File: src/rtl/clk_period_meter.sv
// clk_period_meter: measures period and high time of a slow square wave in clk cycles
module clk_period_meter #(
  parameter int COUNT_W        = 32,
  parameter int TIMEOUT_CYCLES = 50_000_000
) (
  input  logic               clk,
  input  logic               rst,
  input  logic               sig_in,
  output logic [COUNT_W-1:0] period_out,
  output logic [COUNT_W-1:0] high_out,
  output logic [COUNT_W-1:0] div_est,
  output logic               div_exact,
  output logic               meas_valid,
  output logic               timeout
);
  typedef enum logic [1:0] {IDLE, MEASURE, TIMED_OUT} state_t;
  localparam logic [COUNT_W-1:0] ONE   = COUNT_W'(1);
  localparam logic [COUNT_W-1:0] LIMIT = COUNT_W'(TIMEOUT_CYCLES);
  state_t             state;
  logic               sig_m, sig_s, sig_d;
  logic [COUNT_W-1:0] cnt, hi_cnt;
  logic               rise;
  assign rise = sig_s & ~sig_d;
  // two-flop synchronizer plus a delay flop for rising-edge detection
  always_ff @(posedge clk) begin
    if (rst) begin
      sig_m <= 1'b0;
      sig_s <= 1'b0;
      sig_d <= 1'b0;
    end else begin
      sig_m <= sig_in;
      sig_s <= sig_m;
      sig_d <= sig_s;
    end
  end
  // measurement FSM; a rise always takes priority over the timeout
  always_ff @(posedge clk) begin
    if (rst) begin
      state      <= IDLE;
      cnt        <= '0;
      hi_cnt     <= '0;
      period_out <= '0;
      high_out   <= '0;
      div_est    <= '0;
      div_exact  <= 1'b0;
      meas_valid <= 1'b0;
      timeout    <= 1'b0;
    end else begin
      meas_valid <= 1'b0;
      case (state)
        IDLE: if (rise) begin
          cnt    <= ONE;
          hi_cnt <= ONE;
          state  <= MEASURE;
        end
        MEASURE: if (rise) begin
          period_out <= cnt;
          high_out   <= hi_cnt;
          div_est    <= (cnt >> 1) - ONE;
          div_exact  <= ~cnt[0];
          meas_valid <= 1'b1;
          cnt        <= ONE;
          hi_cnt     <= ONE;
        end else if (cnt == LIMIT) begin
          timeout <= 1'b1;
          state   <= TIMED_OUT;
        end else begin
          cnt    <= cnt + ONE;
          hi_cnt <= hi_cnt + COUNT_W'(sig_s);
        end
        TIMED_OUT: if (rise) begin
          timeout <= 1'b0;
          cnt     <= ONE;
          hi_cnt  <= ONE;
          state   <= MEASURE;
        end
        default: state <= IDLE;
      endcase
    end
  end
endmodule

File: config.mk
export PLATFORM = sky130hd
export DESIGN_NAME = clk_period_meter
export DESIGN_NICKNAME = d
export VERILOG_FILES = /design/src/rtl/clk_period_meter.sv
export SDC_FILE = /design/constraint.sdc
export NUM_CORES = 1
export LEC_CHECK = 0
export ABC_AREA = 1
export CAP_MARGIN = 15
export CORE_MARGIN = 3
export CORE_UTILIZATION = 28
export DETAILED_ROUTE_END_ITERATION = 7
export DONT_BUFFER_PORTS = 1
export PLACE_DENSITY = 0.47
export SETUP_SLACK_MARGIN = 0.3
export SYNTH_ARGS = -nofsm -noshare
export SYNTH_HDL_FRONTEND = slang
export SYNTH_SLANG_ARGS = --single-unit
File: constraint.sdc
create_clock -name clk -period 5.1 [get_ports clk]
set_clock_uncertainty 0.15 [all_clocks]
set_input_delay 1.02 -clock clk [delete_from_list [all_inputs] [get_ports clk]]
set_output_delay 1.02 -clock clk [all_outputs]
set_load 0.005 [all_outputs]
==> run_results.csv <==
group,metric,value,unit
status,status,"finished clean",
floorplan,die_h,181,um
critical_path,start_kind,"flop",
timing,setup_tns,0,ns
route,drc_errors,0,
power,power,0.00287,W
route,drt_iter0_markers,707,
final_layout,antenna_cells,0,
grt,grt_pass1_vias,7749,
grt,grt_usage,17.5,%
timing,drv_slew,0,
critical_path,worstRegToRegCells,12,
placement,gp_congestion,0.909,
synthesis,avgSynthCellArea,6.38,um^2
critical_path,critPathKind,"flop to flop",
floorplan,dieArea,32700,um^2
cts,cts_buffers,17,
critical_path,cpMostUsedCell,"nand2_1",
timing,timing.final.crit_share,58.1,%
critical_path,cp.required,5.33,ns
grt,overflow,0,
floorplan,row_count,63,
synthesis,synth_edf_count,0,
synthesis,ys_types,36,
cts,hold_buffers,0,
timing,setup_viol,0,
cts,path_clk_slew,0.08,ns
critical_path,worstSetupEndpoint,"cnt[8]",
grt,grt_max_degree,78,
route,viasPerCell,4.92,
critical_path,cp-end-kind,"flop",
min_path,hp-class,"flop to flop",
critical_path,slowest_delay,0.52,ns
placement,io_buffers,0,
timing,finalHoldViolCount,0,
critical_path,ff2ff_setup_slack,2.14,ns
cts,cts_tree,"yes",
final_layout,area_growth,10.4,%
cts,htreeDepth,4,
power,ir_drop,0.255,mV
critical_path,r2r_start,"cnt[1]",
route,vias,8392,
synthesis,ys_warn_count,0,
synthesis,synth_nets,1352,
route,postRouteAntennaNets,0,
critical_path,arrival,3.19,ns
route,drtPass1Iterations,5,
final_layout,fin_nets,1313,
timing,hold_slack,0.254,ns
timing,fmax,0.337,GHz
floorplan,start_util,28.7,%
timing,rsz0062_at_grt,"false",
synthesis,synth-async-reset-ratio,0,%
critical_path,r2r-end,"cnt[8]",
power,pwr_density_cell,303,nW/um^2
power,leakage,3.91,nW
timing,relSlewSlack,35.7,%
final_layout,drive_gt1_share,5.01,%
floorplan,ios,102,
synthesis,ys_seq_area_share,39.3,%
synthesis,synth_top_area_share,39.3,%
floorplan,die_w,181,um
route,routed_wl,28800,um
critical_path,worstPathMaxFanout,35,
job,cap_viol_max_count,0,
cts,clk_latency,0.44,ns
cts,root_buffer,"clkbuf_16",
synthesis,syn_inst,1343,
synthesis,ys.flop_type,"dfxtp_1",
cts,cts.repair.resized,0,
critical_path,crit_start,"cnt[1]",
synthesis,yosys-top-cells-area,"dfxtp_1 (39%), nand2_1 (14%), nor2_1 (9.2%)",
cts,cts_setup_buffers,0,
floorplan,core,29900,um^2
timing,worstMarginPinSlew,0.964,ns
critical_path,critPathSlowestCell,"nand2_4",
cts,clockBufferDepth,2,
grt,antenna_found_initial,0,
synthesis,synth.cell_area,8570,um^2
cts,cts_sinks,168,
route,routedWlPerCell,16.9,um
synthesis,ys_seq_elements,168,
critical_path,path_cells,"inv_1, ha_1, nand2_1, nor2_1, nand2_1, nor2_2, nand3_4, nand2_4, inv_2, nand2_1, nand2_1, nor2_1",
synthesis,yosysTopAreaCell,"dfxtp_1",
placement,dp_hpwl,20200,um
grt,grt_pass1_wl,45800,um
timing,fin_crit,2.97,ns
-- cells in the mapped netlist (2+ instances only) --
| cell | instances |
|---|---|
| buf_1 | 5 |
| o211ai_1 | 4 |
| a21oi_1 | 106 |
| nor2_1 | 209 |
| o21ai_0 | 101 |
| buf_2 | 26 |
| nand3_1 | 107 |
| buf_6 | 2 |
| xor2_1 | 6 |
| nor4_1 | 4 |
| or2_2 | 4 |
| nand2_1 | 329 |
| nor2_2 | 3 |
| inv_2 | 7 |
| clkbuf_1 | 31 |
| and2_1 | 2 |
| ha_1 | 6 |
| nor2_4 | 5 |
| dfxtp_1 | 168 |
| nand4_1 | 31 |
| nand3b_1 | 2 |
| inv_1 | 141 |
| nand2_2 | 2 |
| a31oi_1 | 4 |
| nor3_1 | 27 |
-- logic make-up (layout without fill, tap and decap cells) --
logic type | count (synthesis) | count (layout) | synth area share, %
and+or+nand+nor | 728 | 728 | 36.0
AOI/OAI and AO/OA | 220 | 220 | 13.1
buffers and inverters | 214 | 188 | 9.97
DFF | 168 | 168 | 39.3
xor gates and xnor gates | 7 | 7 | 0.716
adders and majority gates | 6 | 6 | 0.876
-- worst max-delay path: cells and delay by family (launching register included) --
kind / cells / cell delay, ns
adder cells (fa/ha/maj): 1 / 0.20
AND/OR/NAND/NOR: 9 / 1.64
flip-flops: 1 / 0.33
buffers and inverters: 2 / 0.53
-- sequential cells by signal (all words and copies together) (netlist names) --
signal	cells
div_exact	1
period_out	32
sig_d	1
timeout	1
cnt	32
high_out	32
sig_m	1
meas_valid	1
div_est	32
state	2
hi_cnt	32
sig_s	1
-- through the flow --
stage,worst slack [ns],util (%),instances,cell area [um^2]
finish,2.14,31.7,1707,9460
global route,1.88,31.7,1707,9460
CTS,2.13,31.7,1707,9460
detailed placement,2.07,29.6,1675,8840
global placement,2.08,29.6,1675,8840
floorplan,2.89,-,1343,8570
-- layout by cell type, fill, tap and decap left out, types with 2 or more instances in the layout --
cell and count:
nand3_1 107, nor3_1 27, and2_1 2, ha_1 6, nor2_1 207, nand4_1 31, bufinv_16 3, clkbuf_16 17
or2_2 4, nor2_4 6, inv_6 6, a21oi_1 106, clkinvlp_4 3, nand3b_1 2, dfxtp_1 168, nand2_1 329
xor2_1 6, nor4_1 4, o211ai_1 4, inv_2 7, nor2_2 4, inv_1 140, nand2_2 2, a31oi_1 4
o21ai_0 101, buf_4 6
-- power by group --
part	switching [W]	leakage, nW	internal (W)	total, W
combinational	0.0000896	2.26	0.0000280	0.000118
clock	0.000620	0.297	0.000799	0.00142
sequential	0.0000107	1.35	0.00132	0.00133
-- metal layers --
metal	global-route usage (%)	vias up	wire length, um
met4	5.48	0	585
li1	-	4244	-
met5	0	-	0
met1	23.9	3891	13500
met2	27.3	229	13100
met3	4.17	28	1650
-- area by class of cell --
cell class                 instances  area (um^2)
sequential                       168         3360
clock inverter                    14          185
clock buffer                      18          439
fill                            3313        20400
inverter                         149          561
multi-input combinational        961         4360
timing repair buffer               7         65.1
tap                              390          488
-- worst min-delay path by stage --
stage	from	endpoint	slack, ns	cells after the start
2_1_floorplan	sig_m	sig_s	0.24	2
3_3_place_gp	sig_m	sig_s	0.26	2
3_5_place_dp	sig_m	sig_s	0.26	2
4_1_cts	sig_m	sig_s	0.25	2
5_1_grt	sig_m	sig_s	0.27	2
6_report	sig_m	sig_s	0.25	2
No activity file was read; power rests on OpenSTA's default activity.
